$ cat src/rtl/btb_pkg.sv
// Shared BTB types and helpers, used by the update buffer and by the BTB itself.
// PCs and targets are word addresses, bits [31:2] of the byte address.
package btb_pkg;

   typedef struct packed {
      logic [31:2] tag;
      logic [31:2] target;
      logic        entry_valid;
   } btb_update_t;

   // Direct-mapped set index: the low log2(entries) bits of the word PC.
   function automatic logic [31:2] idx_of(input logic [31:2] pc, input int entries);
      return pc & 30'(entries - 1);
   endfunction

   function automatic logic [31:0] sat_inc(input logic [31:0] v, input logic en);
      return (en && (v != 32'hFFFF_FFFF)) ? v + 32'd1 : v;
   endfunction

endpackage

$ cat src/rtl/btb_upd_fifo.sv
// DEPTH-entry circular queue of BTB updates with in-place rewrite of the youngest slot.
// Head is held in its own register: data appears one cycle after push; caller gates push on count.
module btb_upd_fifo
   import btb_pkg::*;
#(
   parameter int DEPTH = 4
) (
   input  logic                  clk,
   input  logic                  rst_n,
   input  logic                  push_vld,
   input  logic                  merge_vld,
   input  btb_update_t           wr_dat,
   input  logic                  pop_vld,
   output btb_update_t           head_dat,
   output logic [29:0]           tail_tag,
   output logic [$clog2(DEPTH):0] count
);

   localparam int PTR_W = $clog2(DEPTH);

   btb_update_t      mem_q [DEPTH];
   btb_update_t      head_dat_q, head_dat_d;
   logic [PTR_W-1:0] head_q, head_d, tail_q, tail_d;
   logic [PTR_W-1:0] youngest, wr_slot;
   logic [PTR_W:0]   count_q, count_d;
   logic             wr_en;

   always_comb begin
      youngest = tail_q - 1'b1;
      wr_en    = push_vld || merge_vld;
      wr_slot  = merge_vld ? youngest : tail_q;
      head_d   = pop_vld  ? head_q + 1'b1 : head_q;
      tail_d   = push_vld ? tail_q + 1'b1 : tail_q;
      count_d  = count_q;
      if (push_vld && !pop_vld) begin
         count_d = count_q + 1'b1;
      end else if (!push_vld && pop_vld) begin
         count_d = count_q - 1'b1;
      end
      // Next head comes from storage unless this cycle's write lands in that slot.
      head_dat_d = head_dat_q;
      if (count_d != '0) begin
         head_dat_d = (wr_en && (wr_slot == head_d)) ? wr_dat : mem_q[head_d];
      end
   end

   always_ff @(posedge clk) begin
      if (wr_en) begin
         mem_q[wr_slot] <= wr_dat;
      end
   end

   always_ff @(posedge clk or negedge rst_n) begin
      if (!rst_n) begin
         head_q     <= '0;
         tail_q     <= '0;
         count_q    <= '0;
         head_dat_q <= '0;
      end else begin
         head_q     <= head_d;
         tail_q     <= tail_d;
         count_q    <= count_d;
         head_dat_q <= head_dat_d;
      end
   end

   assign head_dat = head_dat_q;
   assign tail_tag = mem_q[youngest].tag;
   assign count    = count_q;

endmodule

$ cat src/rtl/btb_update_buffer.sv
// Filters, coalesces and queues resolved branches into BTB writes; one cycle accept-to-wr_valid.
// Stalls res_ready only when full; optional counters under BTB_UPD_STATS_EN.
module btb_update_buffer
   import btb_pkg::*;
#(
   parameter int DEPTH       = 4,
   parameter int BTB_ENTRIES = 1024
) (
   input  logic                           clk,
   input  logic                           rst_n,
   input  logic                           res_valid,
   output logic                           res_ready,
   input  logic [29:0]                    res_pc,
   input  logic [29:0]                    res_target,
   input  logic                           res_taken,
   input  logic                           res_pred_hit,
   input  logic [29:0]                    res_pred_target,
   output logic                           wr_valid,
   input  logic                           wr_ready,
   output logic [$clog2(BTB_ENTRIES)-1:0] wr_index,
   output logic [29:0]                    wr_tag,
   output logic [29:0]                    wr_target,
   output logic                           wr_entry_valid,
   output logic [$clog2(DEPTH):0]         occupancy
`ifdef BTB_UPD_STATS_EN
   ,
   output logic [31:0]                    stat_installs,
   output logic [31:0]                    stat_invalidates,
   output logic [31:0]                    stat_dropped,
   output logic [31:0]                    stat_merged
`endif
);

   localparam int IDX_W = $clog2(BTB_ENTRIES);
   localparam int CNT_W = $clog2(DEPTH) + 1;

   logic [CNT_W-1:0] count;
   btb_update_t      head_dat, upd;
   logic [29:0]      tail_tag;
   logic             accept, install, invalidate, keep, pop, merge, push;

   always_comb begin
      accept     = res_valid && res_ready;
      install    = res_taken && (!res_pred_hit || (res_pred_target != res_target));
      invalidate = !res_taken && res_pred_hit;
      keep       = install || invalidate;
      pop        = wr_valid && wr_ready;
      // A lone entry leaving this cycle can no longer absorb a merge.
      merge      = accept && keep && (count != '0) && (tail_tag == res_pc)
                   && !((count == CNT_W'(1)) && pop);
      push       = accept && keep && !merge;
      upd.tag         = res_pc;
      upd.target      = install ? res_target : '0;
      upd.entry_valid = install;
   end

   btb_upd_fifo #(
      .DEPTH (DEPTH)
   ) u_fifo (
      .clk       (clk),
      .rst_n     (rst_n),
      .push_vld  (push),
      .merge_vld (merge),
      .wr_dat    (upd),
      .pop_vld   (pop),
      .head_dat  (head_dat),
      .tail_tag  (tail_tag),
      .count     (count)
   );

   assign res_ready      = (count != CNT_W'(DEPTH));
   assign wr_valid       = (count != '0);
   assign wr_index       = IDX_W'(idx_of(head_dat.tag, BTB_ENTRIES));
   assign wr_tag         = head_dat.tag;
   assign wr_target      = head_dat.target;
   assign wr_entry_valid = head_dat.entry_valid;
   assign occupancy      = count;

`ifdef BTB_UPD_STATS_EN
   logic [31:0] installs_q, installs_d, invalidates_q, invalidates_d;
   logic [31:0] dropped_q, dropped_d, merged_q, merged_d;

   always_comb begin
      installs_d    = sat_inc(installs_q, pop && head_dat.entry_valid);
      invalidates_d = sat_inc(invalidates_q, pop && !head_dat.entry_valid);
      dropped_d     = sat_inc(dropped_q, accept && !keep);
      merged_d      = sat_inc(merged_q, merge);
   end

   always_ff @(posedge clk or negedge rst_n) begin
      if (!rst_n) begin
         installs_q    <= '0;
         invalidates_q <= '0;
         dropped_q     <= '0;
         merged_q      <= '0;
      end else begin
         installs_q    <= installs_d;
         invalidates_q <= invalidates_d;
         dropped_q     <= dropped_d;
         merged_q      <= merged_d;
      end
   end

   assign stat_installs    = installs_q;
   assign stat_invalidates = invalidates_q;
   assign stat_dropped     = dropped_q;
   assign stat_merged      = merged_q;
`endif

endmodule

$ cat config.mk
export PLATFORM = sky130hd
export DESIGN_NAME = btb_update_buffer
export DESIGN_NICKNAME = d
export VERILOG_FILES = /design/src/rtl/btb_pkg.sv /design/src/rtl/btb_upd_fifo.sv /design/src/rtl/btb_update_buffer.sv
export SDC_FILE = /design/constraint.sdc
export NUM_CORES = 1
export LEC_CHECK = 0
export ABC_CLOCK_PERIOD_IN_PS = 18270
export CAP_MARGIN = 20
export CORE_MARGIN = 1
export CORE_UTILIZATION = 45
export CTS_CLUSTER_DIAMETER = 80
export DETAILED_ROUTE_END_ITERATION = 6
export GPL_ROUTABILITY_DRIVEN = 0
export PLACE_DENSITY = 0.67
export SKIP_LAST_GASP = 1
export SLEW_MARGIN = 20
export SYNTH_ARGS = -nofsm -noshare
export SYNTH_HDL_FRONTEND = slang
export SYNTH_SLANG_ARGS = --single-unit
$ cat constraint.sdc
create_clock -name clk -period 18.27 [get_ports clk]
set_input_delay 3.654 -clock clk [delete_from_list [all_inputs] [get_ports clk]]
set_output_delay 3.654 -clock clk [all_outputs]
set_load 0.005 [all_outputs]
# Word level (Yosys, flattened, before mapping)
# Memory sizes are Yosys's and may differ from the RTL's. A register that Yosys moved wholly into a read port is not among the register bits.
# Index checks and enable logic that the tools add are counted.
[totals] register_bits=7 ramBits=244 in_bits=96 output_inout_bits=76 word_cells=44 mem_count=1
[classes] addsub=5 n_eq_ne=4 muxes=7 reduce_logical=24
[mem_list] name="u_fifo.mem_q" words=4 width=61 rd=2 rd_ports_with_merged_regs=1 wr=1 line="btb_upd_fifo.sv:21" rtl="btb_update_t mem_q [DEPTH];"
[op_table] op="$eq 30x30->1" n=1
[op_table] op="$mux 30" n=1
[op_table] op="$ne 30x30->1" n=1
[op_table] op="$logic_and 1x1->1" n=12
[op_table] op="$logic_not 1->1" n=7
[op_table] op="$mux 3" n=2
[op_table] op="$reduce_bool 3->1" n=2
[op_table] op="$add 2x1->2 const B" n=2
[op_table] op="$mux 2" n=2
[op_table] op="$add 3x1->3 const B" n=1
[op_table] op="$eq 3x1->1 const B" n=1
[op_table] op="$logic_or 1x1->1" n=3
[op_table] op="$ne 3x3->1 const B" n=1
[op_table] op="$sub 3x1->3 const B" n=1
[op_table] op="$mux 1" n=2
[op_table] op="$sub 2x1->2 const B" n=1

# Longest topological paths before layout
[depth] depth_word=15 depth_mapped=13 mapped_depth_nobuf=10

# Cells and area by module
# Synthesis repeated with hierarchy kept, for this count alone.
[unflattened] cells_unflattened=740 hier_area_um2=14290.0
[by_module_without_submodules] mod="btb_upd_fifo" n_inst=1 cells_per_inst=604 area_per_inst_um2=13221.4 seq_area_each_um2=9028.7
[by_module_without_submodules] mod="btb_update_buffer" n_inst=1 cells_per_inst=136 area_per_inst_um2=1068.5 seq_area_each_um2=0.0

# Worst setup path before layout
# No wires, ideal clock.
[synth_timing] path_type="in2reg" startpoint="input port res_pc[22]" endpoint="memory u_fifo.mem_q[3][0] (netlist name) (enable)" arrival_time_ns=8.176 required_time_ns=17.770 path_slack_ns=9.594 stages=8 cell_sequence="inv_1 a222oi_1 o2111ai_1 nor4_2 nand4_2 clkbuf_1 or3_1 a21oi_1"
[synth_between] elab_chain_len=8 elab_cells_between_ends=9 classes_between="eq/ne: 1; mux: 3; reduce/logical: 5"
[synth_rtl] element="start, declared" line="btb_update_buffer.sv:13" rtl="input logic [29:0] res_pc,"
[synth_rtl] element="$eq 30x30->1 (*)" line="btb_update_buffer.sv:49" rtl="merge = accept && keep && (count != '0) && (tail_tag == res_pc)"
[synth_rtl] element="$logic_and 1x1->1 (*)" line="btb_update_buffer.sv:49"
[synth_rtl] element="$logic_and 1x1->1 (*)" line="btb_update_buffer.sv:50" rtl="&& !((count == CNT_W'(1)) && pop);"
[synth_rtl] element="$logic_not 1->1" line="btb_update_buffer.sv:51" rtl="push = accept && keep && !merge;"
[synth_rtl] element="$logic_and 1x1->1" line="btb_update_buffer.sv:51"
[synth_rtl] element="$logic_or 1x1->1" line="btb_upd_fifo.sv:30" rtl="wr_en = push_vld || merge_vld;"
[synth_rtl] element="$mux 1" line="btb_upd_fifo.sv:48" rtl="if (wr_en) begin"
[synth_rtl] element="$mux 1 (not written as such)" line="btb_upd_fifo.sv:49" rtl="mem_q[wr_slot] <= wr_dat;"
[synth_rtl] element="end, declared" line="btb_upd_fifo.sv:21"
# Every way passes the cells marked *; elsewhere a longest branch is shown, timed or not.

# Final worst setup path
[layout_timing] startpoint="input port res_pc[22]" endpoint="memory u_fifo.mem_q[3][9] (netlist name) (enable)"
# The elaborated chain is that of the path after synthesis.

==> metrics.txt <==
status finished, final reports clean; vias in the first global route 9632; leakage power 5.91 nW; Crit path max-delay family buffers and inverters; global-route wire length before repair 58.8 mm; clock sink total 312; initial core utilization 0.456; critical path startpoint category primary input; ys flop type edfxtp_1; Buf+Inv Stages, Crit Path 3; Final Hold Fails 0; critical-path maximum fanout 35; # nets final 1191; clock insertion delay at the later pin of the skew report 0.51 ns; Ports 172; Syn Inst Count 955; Post-synth EDFFs 244; Min Clock Period, post-route 7.54 ns; Slew HR 0.283; Levels on crit path 9; largest stage delay on the critical path 0.84 ns; vias 9504; FFs w/ async S/R, synth 0.218; DR pass1 iterations 7; IO Port Bufs 171; vias per cell 6.26; Worst path slowest cell a21oi_4; Setup TNS Final 0 ns; Syn Std Cell Area 14400 um2; core area 31600 um2; initial antenna violation count 0; unrepaired setup endpoints after global routing false; Worst Setup End Kind flop; Layout area overhead 21.6%; root buf cell clkbuf_16; Slew @ Worst Pin 1.07 ns; max_cap viols 0; hold slack 0.547 ns; peak supply drop 0.0953 mV; total die area 32700 um2; global route overflow 0; Finish-stage setup viols 0; Hold Crit Depth 2; kind of critical path in -> reg; all-layer global routing usage 0.237; Seq cells post-synth 312; Max clock buf depth 3; YS warnings 0; post-DP HPWL 22.8 mm; fin. max-slew vios 0; Post-CTS Setup Bufs 0; Worst EP required 18.42 ns; Critical Path, Cell by Cell clkdlybuf4s50_1, inv_1, a222oi_1, o2111ai_1, nor4_2, nand4_2, or3_1, a21oi_4, buf_4; register area share after synthesis 0.627; WP data arrival 7.69 ns; post-cts resize count 0; highest achievable clock rate 0.133 GHz; largest net degree at the start of global routing 63; routed wire length 38.0 mm; Routed Antenna Nets 0; post-route clock skew 0.00836 ns; final period utilization 0.413; Initial DRC Count 1049; syn nets 1055; DRC violations left 0; # hold bufs at CTS 0; Num CTS Buffers 34; num rows 65; die width 181 um; worst hold path class reg -> reg; CTS tree built; drt wl/cell 25.0 um; layout cells sized above 1 0.155; synth unique cells 55; Mean Syn Cell Area 15.1 um2; H-tree depth 2; Worst-path clk slew 0.06 ns; Die Y 181 um; r2r worst-path depth 9; PwrDens 172 nW/um2; antenna diode count 0
## metrics by stage
| step | util | worst slack, ns | cells | area [um2] | total power, mW |
|---|---|---|---|---|---|
| 2_1_floorplan | - | 9.59 | 955 | 14400 | 1.91 |
| 3_3_place_gp | 0.520 | 10.22 | 1457 | 16400 | 2.33 |
| 3_5_place_dp | 0.520 | 10.17 | 1457 | 16400 | 2.36 |
| 4_1_cts | 0.555 | 10.71 | 1519 | 17500 | 3.04 |
| 5_1_grt | 0.555 | 10.40 | 1519 | 17500 | 3.18 |
| 6_report | 0.555 | 10.73 | 1519 | 17500 | 3.02 |
## logic make-up (layout without fill, tap and decap cells)
kind of cell / Yosys count / count (layout) / share of synthesized area
DFF: 312 / 312 / 0.627
AOI/OAI and AO/OA: 218 / 218 / 0.0935
and+or+nand+nor: 150 / 150 / 0.0572
buffers and inverters: 103 / 265 / 0.0339
muxes: 102 / 102 / 0.145
xor gates and xnor gates: 66 / 66 / 0.0401
adders and majority gates: 4 / 4 / 0.00348
## final timing paths
check | startpoint | end | slack, ns
max | res_pc[22] | u_fifo.mem_q[3][9]$_DFFE_PP_ | 10.73
min in group asynchronous | rst_n | u_fifo.head_dat[37]$_DFFE_PN0P_ | 3.01
max in group asynchronous | rst_n | u_fifo.tail_q[1]$_DFFE_PN0P_ | 14.24
min | u_fifo.head_dat[41]$_DFFE_PN0P_ | u_fifo.head_dat[41]$_DFFE_PN0P_ | 0.55
min reg2reg | u_fifo.head_dat[41]$_DFFE_PN0P_ | u_fifo.head_dat[41]$_DFFE_PN0P_ | 0.55
max reg2reg | u_fifo.tail_q[0]$_DFFE_PN0P_ | u_fifo.mem_q[3][9]$_DFFE_PP_ | 12.76
## metal layers
| metal | share of wire | routed length, um | track usage |
|---|---|---|---|
| met4 | 0.022 | 847 | 0.0718 |
| met1 | 0.40 | 15300 | 0.324 |
| met2 | 0.48 | 18300 | 0.381 |
| met5 | 0 | 0 | 0 |
| met3 | 0.092 | 3480 | 0.0508 |
## report_power, final
group	internal, mW	switching (mW)	total, mW	leakage [nW]
combinational	0.661	0.630	1.29	2.35
sequential	0.939	0.106	1.05	3.02
clock	0.405	0.275	0.680	0.533
total	2.01	1.01	3.02	5.91
## tightest hold or removal path, stage by stage, from the launching register on
cell     delay (ns)
dfrtp_1        0.34
a31oi_1        0.04
a31oi_1        0.12
## state kept, by name, summed over array words and instances (netlist names)
register / count
u_fifo.mem_q: 244
u_fifo.tail_q: 2
u_fifo.head_dat: 61
u_fifo.count: 3
u_fifo.head_q: 2
## area by class of cell
cell class	instances	area [um2]
Fill cell	2549	14000
Sequential cell	312	9030
Multi-Input combinational cell	540	4960
Timing Repair Buffer	191	1860
Clock buffer	47	983
Tap cell	402	503
Clock inverter	15	124
Inverter	12	45.0
## synth_stat cells, drive strengths merged (4+ instances only)
master	n	area, um2
a21oi	6	30.0
a31oi	123	769
and2	31	194
buf	27	203
clkbuf	64	240
dfrtp	68	1700
edfxtp	244	7330
ha	4	50.1
inv	12	45.0
mux2i	14	140
mux4	85	1910
nand2	9	33.8
nand2b	4	25.0
nand3	68	340
nand4	12	81.3
nor2	10	37.5
o21ai	65	325
xnor2	59	517
xor2	7	61.3
## placed cells by master (no fill, tap or decap), types with 2 or more instances in the layout
cell | netlist | routed
edfxtp_1 | 244 | 244
clkdlybuf4s50_1 | 0 | 170
a31oi_1 | 123 | 123
mux4_2 | 85 | 85
nand3_1 | 68 | 68
dfrtp_1 | 68 | 66
xnor2_1 | 59 | 58
o21ai_0 | 55 | 55
clkbuf_16 | 0 | 37
and2_1 | 31 | 31
buf_4 | 11 | 21
mux2i_1 | 14 | 14
inv_1 | 12 | 12
nand4_1 | 11 | 11
o21ai_1 | 10 | 10
nand2_1 | 9 | 9
nor2_1 | 10 | 8
clkbuf_1 | 64 | 8
clkinv_1 | 0 | 8
xor2_1 | 7 | 6
a21oi_1 | 6 | 4
nand2b_1 | 4 | 4
ha_1 | 4 | 4
mux2_2 | 3 | 3
o211ai_1 | 3 | 3
or3_1 | 3 | 3
nor2b_1 | 2 | 2
nor3_1 | 2 | 2
a21o_1 | 2 | 2
a21oi_4 | 0 | 2
nor2_4 | 0 | 2
a2111o_2 | 0 | 2
and3_1 | 3 | 2
bufinv_16 | 0 | 2
clkbuf_8 | 0 | 2
clkinv_2 | 0 | 2
clkinvlp_4 | 0 | 2
dfrtp_2 | 0 | 2
No activity file was read; power rests on OpenSTA's default activity.
